<file path="config.mk">
export PLATFORM = sky130hd
export DESIGN_NAME = prbs_link_test_ctrl
export DESIGN_NICKNAME = d
export VERILOG_FILES = /design/src/rtl/prbs_pkg.sv /design/src/rtl/prbs7_word.sv /design/src/rtl/prbs_link_test_ctrl.sv
export SDC_FILE = /design/constraint.sdc
export NUM_CORES = 1
export LEC_CHECK = 0
export ABC_AREA = 1
export BUFFER_PORTS_ARGS = -buffer_cell sky130_fd_sc_hd__buf_2
export CORE_AREA = 2 2 110 112
export CTS_BUF_LIST = sky130_fd_sc_hd__clkbuf_4
export CTS_CLUSTER_SIZE = 14
export DETAILED_ROUTE_END_ITERATION = 12
export DIE_AREA = 0 0 112 114
export GPL_ROUTABILITY_DRIVEN = 0
export GPL_TIMING_DRIVEN = 0
export HOLD_SLACK_MARGIN = 0.05
export PLACE_DENSITY = 0.72
export SYNTH_ARGS = -nofsm -noshare
export SYNTH_HDL_FRONTEND = slang
export SYNTH_SLANG_ARGS = --single-unit
</file>
<file path="constraint.sdc">
create_clock -name sys_clk -period 3.7 [get_ports sys_clk]
set_input_delay 0.555 -clock sys_clk [delete_from_list [all_inputs] [get_ports sys_clk]]
set_output_delay 0.555 -clock sys_clk [all_outputs]
set_load 0.1 [all_outputs]
</file>
<file path="src/rtl/prbs_pkg.sv">
// Shared definitions for the PRBS7 link test controller.
//   PRBS7_SEED  - LFSR reset/seed value
//   state_e     - controller FSM states
//   prbs7_step  - one 8-bit word step of x^7+x^6+1, returns {next_state, word}
//                 with the first generated bit in word[7]
package prbs_pkg;

  localparam logic [6:0] PRBS7_SEED = 7'h7F;

  typedef enum logic [2:0] {
    ST_IDLE,
    ST_PRIME,
    ST_SEND,
    ST_DRAIN,
    ST_DONE
  } state_e;

  function automatic logic [14:0] prbs7_step(input logic [6:0] s);
    logic [6:0] st;
    logic [7:0] w;
    logic       nb;
    st = s;
    w  = '0;
    for (int i = 7; i >= 0; i--) begin
      nb       = st[6] ^ st[5];
      st       = {st[5:0], nb};
      w[3'(i)] = nb;
    end
    return {st, w};
  endfunction

endpackage

</file>
<file path="src/rtl/prbs7_word.sv">
// PRBS7 word generator: 7-bit LFSR state register stepped a whole word at a time.
//   sys_clk, sys_rst   - clock, async active-low reset (state <= seed)
//   seed               - reload the seed value (highest priority)
//   load, load_val     - load an arbitrary state (RX self-synchronisation)
//   advance            - step the state by one word
//   word               - word produced from the current state
module prbs7_word
  import prbs_pkg::*;
(
  input  logic       sys_clk,
  input  logic       sys_rst,
  input  logic       seed,
  input  logic       load,
  input  logic [6:0] load_val,
  input  logic       advance,
  output logic [7:0] word
);

  logic [6:0]  state_q, state_d;
  logic [14:0] step;

  always_comb begin
    step    = prbs7_step(state_q);
    state_d = state_q;
    if (seed) begin
      state_d = PRBS7_SEED;
    end else if (load) begin
      state_d = load_val;
    end else if (advance) begin
      state_d = step[14:8];
    end
  end

  always_ff @(posedge sys_clk or negedge sys_rst) begin
    if (!sys_rst) begin
      state_q <= PRBS7_SEED;
    end else begin
      state_q <= state_d;
    end
  end

  assign word = step[7:0];

endmodule

</file>
<file path="src/rtl/prbs_link_test_ctrl.sv">
// PRBS7 link test sequencer: streams burst_len PRBS words over valid/ready,
// then drains while a self-synchronising RX checker counts bit errors.
//   sys_clk, sys_rst         - clock, async active-low reset
//   start, abort, burst_len  - test control from the register bank
//   tx_data/tx_valid/tx_ready- serializer handshake
//   rx_data/rx_valid         - deserializer words
//   busy, done               - sequencer status, done is a one-cycle pulse
//   locked, lock_lost        - RX checker lock state / loss pulse
//   err_count, tx_count, rx_count - saturating bit errors, words sent, words checked
//
// state | meaning
// IDLE  | waiting for start; RX checker frozen
// PRIME | load first PRBS word into tx_data
// SEND  | stream words until burst_len accepted
// DRAIN | let looped-back data arrive for DRAIN_CYC cycles
// DONE  | one-cycle completion pulse
module prbs_link_test_ctrl
  import prbs_pkg::*;
#(
  parameter int LEN_W     = 16,
  parameter int ERR_W     = 16,
  parameter int LOCK_CNT  = 4,
  parameter int LOSS_BITS = 3,
  parameter int DRAIN_CYC = 16
) (
  input  logic             sys_clk,
  input  logic             sys_rst,
  input  logic             start,
  input  logic             abort,
  input  logic [LEN_W-1:0] burst_len,
  output logic [7:0]       tx_data,
  output logic             tx_valid,
  input  logic             tx_ready,
  input  logic [7:0]       rx_data,
  input  logic             rx_valid,
  output logic             busy,
  output logic             done,
  output logic             locked,
  output logic             lock_lost,
  output logic [ERR_W-1:0] err_count,
  output logic [LEN_W-1:0] tx_count,
  output logic [LEN_W-1:0] rx_count
);

  localparam int GOOD_W = $clog2(LOCK_CNT + 1);
  localparam int DRN_W  = $clog2(DRAIN_CYC + 1);

  state_e             state_q, state_d;
  logic [LEN_W-1:0]   len_q, len_d;
  logic [LEN_W-1:0]   tx_count_q, tx_count_d, tx_count_inc;
  logic [LEN_W-1:0]   rx_count_q, rx_count_d;
  logic [ERR_W-1:0]   err_q, err_d;
  logic [ERR_W:0]     err_sum;
  logic [7:0]         tx_data_q, tx_data_d;
  logic               tx_valid_q, tx_valid_d;
  logic               busy_q, busy_d, done_q, done_d;
  logic               locked_q, locked_d, lock_lost_q, lock_lost_d;
  logic [GOOD_W-1:0]  good_q, good_d;
  logic [DRN_W-1:0]   drn_q, drn_d;
  logic               tx_seed, tx_adv, rx_load, rx_adv, clr_cnt, rx_active;
  logic [7:0]         tx_word, rx_word, rx_diff;
  logic [3:0]         rx_errs;

  prbs7_word u_tx_prbs (
    .sys_clk (sys_clk),
    .sys_rst (sys_rst),
    .seed    (tx_seed),
    .load    (1'b0),
    .load_val(7'h00),
    .advance (tx_adv),
    .word    (tx_word)
  );

  prbs7_word u_rx_prbs (
    .sys_clk (sys_clk),
    .sys_rst (sys_rst),
    .seed    (1'b0),
    .load    (rx_load),
    .load_val(rx_data[6:0]),
    .advance (rx_adv),
    .word    (rx_word)
  );

  // Sequencer
  always_comb begin
    state_d      = state_q;
    len_d        = len_q;
    tx_data_d    = tx_data_q;
    tx_valid_d   = tx_valid_q;
    tx_count_d   = tx_count_q;
    drn_d        = drn_q;
    tx_seed      = 1'b0;
    tx_adv       = 1'b0;
    clr_cnt      = 1'b0;
    tx_count_inc = tx_count_q + 1'b1;
    if (abort && (state_q != ST_IDLE)) begin
      state_d    = ST_IDLE;
      tx_valid_d = 1'b0;
    end else begin
      case (state_q)
        ST_IDLE: begin
          if (start) begin
            len_d      = burst_len;
            tx_count_d = '0;
            clr_cnt    = 1'b1;
            tx_seed    = 1'b1;
            state_d    = (burst_len == '0) ? ST_DONE : ST_PRIME;
          end
        end
        ST_PRIME: begin
          // LFSR always holds the state after the word sitting in tx_data.
          tx_data_d  = tx_word;
          tx_adv     = 1'b1;
          tx_valid_d = 1'b1;
          state_d    = ST_SEND;
        end
        ST_SEND: begin
          if (tx_valid_q && tx_ready) begin
            tx_count_d = tx_count_inc;
            if (tx_count_inc == len_q) begin
              tx_valid_d = 1'b0;
              drn_d      = DRN_W'(DRAIN_CYC - 1);
              state_d    = ST_DRAIN;
            end else begin
              tx_data_d = tx_word;
              tx_adv    = 1'b1;
            end
          end
        end
        ST_DRAIN: begin
          if (drn_q == '0) begin
            state_d = ST_DONE;
          end else begin
            drn_d = drn_q - 1'b1;
          end
        end
        ST_DONE: state_d = ST_IDLE;
        default: state_d = ST_IDLE;
      endcase
    end
    busy_d = (state_d != ST_IDLE);
    done_d = (state_d == ST_DONE);
  end

  // RX checker
  always_comb begin
    locked_d    = locked_q;
    lock_lost_d = 1'b0;
    good_d      = good_q;
    err_d       = err_q;
    rx_count_d  = rx_count_q;
    rx_load     = 1'b0;
    rx_adv      = 1'b0;
    rx_active   = (state_q != ST_IDLE) && !abort;
    rx_diff     = rx_data ^ rx_word;
    rx_errs     = '0;
    for (int i = 0; i < 8; i++) begin
      rx_errs = rx_errs + {3'b000, rx_diff[3'(i)]};
    end
    err_sum = {1'b0, err_q} + (ERR_W + 1)'(rx_errs);
    if (clr_cnt) begin
      locked_d   = 1'b0;
      good_d     = '0;
      err_d      = '0;
      rx_count_d = '0;
    end else if (rx_active && rx_valid) begin
      if (!locked_q) begin
        // Unlocked: reseed from the received bits so the next prediction follows the line.
        rx_load = 1'b1;
        if (rx_diff == 8'h00) begin
          good_d = good_q + 1'b1;
          if (good_d == GOOD_W'(LOCK_CNT)) begin
            locked_d = 1'b1;
          end
        end else begin
          good_d = '0;
        end
      end else begin
        // Locked: free-run the prediction so line errors are counted, not absorbed.
        rx_adv = 1'b1;
        if (rx_count_q != '1) begin
          rx_count_d = rx_count_q + 1'b1;
        end
        err_d = err_sum[ERR_W] ? '1 : err_sum[ERR_W-1:0];
        if (rx_errs >= 4'(LOSS_BITS)) begin
          locked_d    = 1'b0;
          lock_lost_d = 1'b1;
          good_d      = '0;
        end
      end
    end
  end

  always_ff @(posedge sys_clk or negedge sys_rst) begin
    if (!sys_rst) begin
      state_q     <= ST_IDLE;
      len_q       <= '0;
      tx_data_q   <= '0;
      tx_valid_q  <= 1'b0;
      tx_count_q  <= '0;
      rx_count_q  <= '0;
      err_q       <= '0;
      drn_q       <= '0;
      busy_q      <= 1'b0;
      done_q      <= 1'b0;
      locked_q    <= 1'b0;
      lock_lost_q <= 1'b0;
      good_q      <= '0;
    end else begin
      state_q     <= state_d;
      len_q       <= len_d;
      tx_data_q   <= tx_data_d;
      tx_valid_q  <= tx_valid_d;
      tx_count_q  <= tx_count_d;
      rx_count_q  <= rx_count_d;
      err_q       <= err_d;
      drn_q       <= drn_d;
      busy_q      <= busy_d;
      done_q      <= done_d;
      locked_q    <= locked_d;
      lock_lost_q <= lock_lost_d;
      good_q      <= good_d;
    end
  end

  assign tx_data   = tx_data_q;
  assign tx_valid  = tx_valid_q;
  assign tx_count  = tx_count_q;
  assign rx_count  = rx_count_q;
  assign err_count = err_q;
  assign busy      = busy_q;
  assign done      = done_q;
  assign locked    = locked_q;
  assign lock_lost = lock_lost_q;

endmodule

</file>
==> results of run 1 <==
## sequential cells by signal, summed over array words and instances, names as in the netlist
| register | cells |
|---|---|
| good_q | 3 |
| u_rx_prbs.state_q | 7 |
| rx_count | 16 |
| tx_valid | 1 |
| state_q | 3 |
| busy | 1 |
| u_tx_prbs.state_q | 7 |
| locked | 1 |
| len_q | 16 |
| done | 1 |
| tx_data | 4 |
| drn_q | 5 |
| tx_count | 16 |
## how the worst max path moves through the flow
stage | end | depth (start not counted) | startpoint
after CTS | u_tx_prbs.state_q[2] | 15 | tx_count[0]
final | u_tx_prbs.state_q[1] | 15 | tx_count[0]
after global routing | tx_data[2] | 15 | tx_count[0]
after detailed placement | rx_count[8] | 10 | abort
after floorplan | tx_data[0] | 16 | tx_count[0]
after global placement | rx_count[8] | 10 | abort
## per-stage QoR
step / setup WS [ns] / hold slack, ns / power [mW] / instance area [um2] / utilization
after detailed placement: 1.33 / 0.458 / 3.37 / 5610 / 0.479
after CTS: 1.34 / 0.339 / 3.99 / 5780 / 0.494
after global placement: 1.33 / 0.455 / 3.34 / 5580 / 0.476
after floorplan: 1.04 / 0.259 / 2.99 / 5050 / -
after global routing: 1.11 / 0.348 / 4.29 / 5780 / 0.494
final: 1.35 / 0.369 / 3.96 / 5780 / 0.494
## cells by family (layout without fill, tap and decap cells)
group                      count (synthesis)  count (layout)
AOI/OAI and AO/OA                         89              89
xor gates and xnor gates                  24              24
adders and majority gates                  6               6
buffers and inverters                    121             208
DFF                                       81              81
other                                      1              21
and+or+nand+nor                          349             349
## worst max-delay path, stage by stage, from the launching register on
cell	delay, ns
dfrtp_1	0.49
ha_1	0.24
nand3_1	0.16
nor2_1	0.22
nand2_1	0.12
nand3_1	0.10
nand2_1	0.05
nor2_1	0.09
nand2_1	0.06
nor2_1	0.14
nand3_1	0.15
nand2_2	0.13
nand2_4	0.10
nand2_4	0.12
nand2_1	0.06
nand2_1	0.06
## routing by layer
metal  track usage  vias up  share of wire
li1              -     2329              -
met3        0.0377       30          0.051
met5             0        -              0
met4        0.0886        0          0.032
met1         0.250     2050           0.45
met2         0.309      114           0.46
## area by class of cell
cell class | count | area [um2] | share of cell area
sequential | 81 | 2040 | 0.354
inverter | 91 | 342 | 0.0591
clock buffer | 9 | 67.6 | 0.0117
clock inverter | 7 | 95.1 | 0.0165
multi-input combinational | 489 | 2470 | 0.427
tap | 147 | 184 | 0.0318
timing repair buffer | 71 | 385 | 0.0667
buffer | 30 | 193 | 0.0333
## timing repair
action                                 4_1_cts  5_1_grt
endpoints found under the hold margin       29        0
gates resized for setup                      0        0
hold buffers                                 1        0
## placed cells by master (no fill, tap or decap), types with 2 or more instances in the layout
master,netlist,final
nor2_4,5,5
nand4_1,14,14
bufinv_16,0,2
o21a_1,2,2
nor3_1,5,5
nand2_2,10,10
inv_2,4,4
nand2_4,3,3
o22ai_1,11,11
xnor2_1,12,12
or2_2,4,4
o21ai_0,44,44
clkbuf_1,8,8
nor3_2,3,3
o31ai_1,2,2
o21ai_1,8,8
nor2_2,6,6
conb_1,1,21
nor2_1,49,49
dfrtp_1,67,67
clkinv_4,0,3
buf_2,1,69
nand2_1,181,181
nand3b_1,7,7
nand3_1,56,56
inv_1,87,87
a21oi_1,15,15
dfstp_2,14,14
o22a_1,2,2
ha_1,6,6
nor4_1,2,2
xor2_1,11,11
buf_4,21,22
a211oi_1,3,3
clkbuf_4,0,9
## power by group through the flow
| stage | registers, mW | logic, mW | clock network, mW |
|---|---|---|---|
| 5_1_grt | 1.47 | 2.15 | 0.661 |
| 3_3_place_gp | 1.44 | 1.90 | 0 |
| 2_1_floorplan | 1.77 | 1.22 | 0 |
| 6_report | 1.44 | 1.92 | 0.606 |
| 4_1_cts | 1.43 | 1.93 | 0.624 |
| 3_5_place_dp | 1.45 | 1.92 | 0 |
==> impl_metrics.tcl, run 1 <==
set metrics [dict create \
    outcome "completed" \
    total_leakage_power_nw 2.98 \
    cts_made_buffers 9 \
    syn_to_final_growth_pct 16.2 \
    setup_viol 0 \
    final_layout_size_suffix_gt1_frac 0.203 \
    yosysTopAreaCell "dfrtp_1" \
    nets 809 \
    die_width_um 112 \
    tritoncts "done" \
    r2r_slack_ns 1.35 \
    synthAdderAreaFrac 0.0151 \
    min_path_cells 3 \
    cp-start-kind "flip-flop" \
    grt_start_max_net_pins 51 \
    yosysSeqAreaShare 0.411 \
    htreeDepth 3 \
    path_clk_slew_ns 0.14 \
    critPathArrivalTime_ns 2.75 \
    cp.required_ns 4.10 \
    grt_usage 0.191 \
    drt_iter0_drc 220 \
    synth_top_family_by_area "simple AND/OR/NAND/NOR gates" \
    p_seq_frac 0.363 \
    clockRootBuffer "clkbuf_4" \
    ys.warnings.count 0 \
    min_path_type "input port to flip-flop" \
    io_buffers 69 \
    grt_pass1_vias 4293 \
    r2r_cells 15 \
    synthMuxAreaShare 0 \
    final_max_slew_viol_count 0 \
    synth_common_cells "nand2_1 (181), inv_1 (87), dfrtp_1 (67)" \
    num_io_pins 91 \
    powerDensity_nw_per_um2 685 \
    dp_cells 908 \
    cts_setup_buffers 0 \
    clock_sinks 81 \
    remaining_drc_errors 0 \
    syn_inst 671 \
    diodes 0 \
    wl_per_cell_um 12.7 \
    initial_utilization 0.425 \
    die_h_um 114 \
    worstReg2RegEnd "u_tx_prbs.state_q[1]" \
    dp_hpwl_mm 8.93 \
    setup_tns_ns 0 \
    yosys.area_share.simple 0.322 \
    maxCapViolCount 0 \
    finClkSkew_ns 0.0171 \
    ant_nets 0 \
    totalWireLength_mm 11.7 \
    antenna_found_initial 0 \
    slew_headroom 0.585 \
    synth_seq_cells 81 \
    critPathCaptureType "flip-flop" \
    synth_edf_count 0 \
    netlist.area_leader.share 0.337 \
    tightest_slew_ns 0.623 \
    die_area_um2 12800 \
    period_minus_slack_ns 2.35 \
    internal-power_mw 2.08 \
    comb_power_share 0.484 \
    min_from "burst_len[1]" \
    synth_ff_type "dfrtp_1" \
    syn_area_um2 4970 \
    hold_viol 0 \
    clk_path_buf_depth 2 \
    viasPerCell 4.89 \
    num-fill-cells 1182 \
    p_sw_frac 0.475 \
    vias 4523 \
    crit_fanout 8 \
    critical_path_class "flip-flop to flip-flop" \
    synth_area_per_cell_um2 7.41 \
    overflow 0 \
    max_freq_mhz 426 \
    clk_latency_ns 0.45 \
    drt_first_pass_iters 5 \
    synth_async_sr_flop_share 1.00 \
    synth_compound_area_frac 0.0991 \
    clkPwrFrac 0.153 \
    vdd_drop_max_uv 463 \
    core_area_um2 11700 \
    holdPathEnd "len_q[1]" \
    synth.most_common_cell "nand2_1" \
    ys_types 39 \
    num_rows 40 \
    rsz0062_at_grt "no" \
    switching_power_mw 1.88 \
    synth_xor_area_frac 0.0450 \
    stdcell_count 925 \
    grt_pass1_wl_mm 19.8 \
    post-route-period-util 0.634 \
    ys_top_cells_by_area "dfrtp_1 (34%), nand2_1 (14%), dfstp_2 (7.4%)" \
    timing.rr.start "tx_count[0]" \
]
No activity file was read; power rests on OpenSTA's default activity.
==> run 2: changes to the inputs <==
--- a/config.mk
+++ b/config.mk
@@ -5,17 +5,17 @@
 export SDC_FILE = /design/constraint.sdc
 export NUM_CORES = 1
 export LEC_CHECK = 0
-export ABC_AREA = 1
+export ABC_AREA = 0
 export BUFFER_PORTS_ARGS = -buffer_cell sky130_fd_sc_hd__buf_2
-export CORE_AREA = 2 2 110 112
+export CORE_AREA = 2 2 108 110
 export CTS_BUF_LIST = sky130_fd_sc_hd__clkbuf_4
 export CTS_CLUSTER_SIZE = 14
 export DETAILED_ROUTE_END_ITERATION = 12
-export DIE_AREA = 0 0 112 114
+export DIE_AREA = 0 0 110 112
 export GPL_ROUTABILITY_DRIVEN = 0
 export GPL_TIMING_DRIVEN = 0
 export HOLD_SLACK_MARGIN = 0.05
-export PLACE_DENSITY = 0.72
+export PLACE_DENSITY = 0.75
 export SYNTH_ARGS = -nofsm -noshare
 export SYNTH_HDL_FRONTEND = slang
 export SYNTH_SLANG_ARGS = --single-unit
==> constraint.sdc (replaced) <==
create_clock -name sys_clk -period 2.1 [get_ports sys_clk]
set_input_delay 0.315 -clock sys_clk [delete_from_list [all_inputs] [get_ports sys_clk]]
set_output_delay 0.315 -clock sys_clk [all_outputs]
set_load 0.1 [all_outputs]
==> run 2 against run 1 <==
The run now ends with negative setup slack left. Hold slack worse by 0.28 ns. Register-to-register slack got worse by 1.8 ns. Fmax decreased by 7.6%. Highest routed layer unchanged. Utilization rose by 7.8 points. Area after synthesis is 3.0% lower. Non-clock buffer count increased by 52. Synthesized cell count fell by 19%. Via count is 0.69% lower. Worst setup slack worse by 1.8 ns. Flip-flop and latch count did not move. Cell area rose by 10%.
==> impl_metrics.tcl, run 2 <==
set metrics [dict create \
    max_freq_mhz 394 \
    die_width_um 110 \
    clk_path_buf_depth 2 \
    grt_start_max_net_pins 60 \
    drt_iter0_drc 275 \
    synth_async_sr_flop_share 1.00 \
    critPathCaptureType "flip-flop" \
    critPathArrivalTime_ns 2.85 \
    clock_sinks 81 \
    nets 717 \
    crit_path_top_delay_cell "dfrtp_4" \
    period_minus_slack_ns 2.54 \
    cts_made_buffers 9 \
    diodes 0 \
    powerDensity_nw_per_um2 1050 \
    ys.warnings.count 0 \
    syn_area_um2 4830 \
    dp_slack_ns -0.472 \
    fin_ws_ns -0.440 \
    wl_per_cell_um 15.3 \
    finClkSkew_ns 0.0233 \
    outcome "finished with violations" \
    synth_edf_count 0 \
    min_path_type "input port to flip-flop" \
    remaining_drc_errors 0 \
    cp-start-kind "flip-flop" \
    tightest_slew_ns 0.682 \
    overflow 0 \
    rsz0062_at_grt "yes" \
    grt_usage 0.211 \
    num_io_pins 91 \
    final_max_slew_viol_count 0 \
    worst_path_largest_cell_delay_ns 0.49 \
    path_clk_slew_ns 0.14 \
    clk_latency_ns 0.44 \
    ant_nets 0 \
    critical_path_class "flip-flop to flip-flop" \
    ys_top_cells_by_area "dfrtp_1 (35%), dfstp_2 (7.6%), nand2_1 (7.1%)" \
    slew_headroom 0.539 \
    num_rows 39 \
    crit_path_cell_trace "ha_4 -> nand3_4 -> nor4_4 -> xnor2_1 -> nand4_1 -> nor4_4 -> buf_6 -> o31ai_4 -> buf_6 -> mux2i_1" \
    synth.most_common_cell "nand2_1" \
    vdd_drop_max_uv 628 \
    grt_pass1_wl_mm 20.9 \
    synth_area_per_cell_um2 8.85 \
    layout_common_cells "nand2_1 (88), buf_2 (70), buf_4 (57)" \
    setup_viol 19 \
    synth_seq_cells 81 \
    total_leakage_power_nw 2.93 \
    dp_hpwl_mm 8.61 \
    final_layout_size_suffix_gt1_frac 0.385 \
    yosysTopAreaCell "dfrtp_1" \
    yosysSeqAreaShare 0.424 \
    vias 4492 \
    antenna_found_initial 0 \
    synth_common_cells "nand2_1 (91), dfrtp_1 (67), nor2_1 (46)" \
    die_h_um 112 \
    maxCapViolCount 0 \
    crit_buf_inv 2 \
    totalWireLength_mm 12.7 \
    grt_pass1_vias 4412 \
    regArea_um2 2130 \
    syn_to_final_growth_pct 32.3 \
    viasPerCell 5.42 \
    crit_fanout 7 \
    syn_inst 545 \
    netlist.area_leader.share 0.347 \
    core_area_um2 11200 \
    power_mw 6.67 \
    final_common_cell "nand2_1" \
    die_area_um2 12300 \
    hold_viol 0 \
    num-fill-cells 974 \
    initial_utilization 0.432 \
    ys_types 62 \
    failed_checks "negative setup slack" \
    multi_input_area_um2 2830 \
    drt_first_pass_iters 5 \
    synth_ff_type "dfrtp_1" \
    htreeDepth 3 \
    cp.required_ns 2.41 \
    post-route-period-util 1.21 \
    clockRootBuffer "clkbuf_4" \
    tritoncts "done" \
    r2r_slack_ns -0.44 \
    io_buffers 69 \
    critPathTopFamily "simple AND/OR/NAND/NOR gates" \
]
[run 2: area by class of cell]
cell class	count	area share
Buffer	40	0.0437
Clock buffer	9	0.0106
Clock inverter	7	0.0186
Inverter	15	0.00882
Multi-Input combinational cell	421	0.443
Sequential cell	81	0.334
Tap cell	143	0.0280
Timing Repair Buffer	113	0.113
[run 2: what timing repair did]
action / in CTS / in global routing
setup buffers: 23 / 18
endpoints found under the setup margin: 52 / 52
gates cloned: 1 / 0
hold buffers: 1 / 0
pin swaps: 27 / 31
resized for setup: 31 / 34
hold endpoints to repair: 22 / 0
[run 2: cells by family after synthesis]
logic type / after synthesis / share of synthesized area
multiplexers: 6 / 0.0124
XOR/XNOR: 47 / 0.0882
AO/OA/AOI/OAI: 116 / 0.152
AND/OR/NAND/NOR: 225 / 0.236
buffers and inverters: 63 / 0.0705
flip-flops: 81 / 0.424
adder cells (fa/ha/maj): 6 / 0.0156
other: 1 / 0.000777
[run 2: worst paths after layout]
| check | depth (start not counted) | start | endpoint |
|---|---|---|---|
| min | 3 | burst_len[2] | len_q[2] |
| max in group asynchronous | 3 | sys_rst | u_rx_prbs.state_q[2] |
| max reg2reg | 10 | tx_count[0] | tx_data[1] |
| max | 10 | tx_count[0] | tx_data[1] |
| min reg2reg | 2 | u_rx_prbs.state_q[5] | u_rx_prbs.state_q[5] |
| min in group asynchronous | 2 | sys_rst | rx_count[3] |
[run 2: per-layer routing]
metal  part of all wire  track usage
met4              0.025       0.0852
met5                  0            0
met1               0.42        0.282
met2               0.48        0.329
met3              0.074       0.0474
[run 2: stage by stage]
stage	setup TNS (ns)	std cells	util	hold slack, ns	instance area [um2]
floorplan	-5.79	565	-	0.0194	5120
global placement	-15.23	777	0.505	0.485	5650
detailed placement	-14.49	778	0.508	0.234	5680
CTS	-4.55	817	0.553	0.0753	6180
global route	-7.82	829	0.571	0.0915	6380
finish	-6.73	829	0.571	0.0904	6380
[run 2: worst reg2reg max path: cells and delay by family, from the launching register on]
| kind | cells | cell delay (ns) |
|---|---|---|
| compound gates | 1 | 0.09 |
| xor+xnor | 1 | 0.21 |
| fa+ha+maj | 1 | 0.18 |
| buf+inv | 2 | 0.33 |
| flops | 1 | 0.49 |
| mux | 1 | 0.11 |
| simple gates | 4 | 1.00 |
[run 2: power breakdown]
group / switching, mW / internal, mW
clock: 0.569 / 0.603
combinational: 1.92 / 1.16
sequential: 0.393 / 2.03
total: 2.88 / 3.79
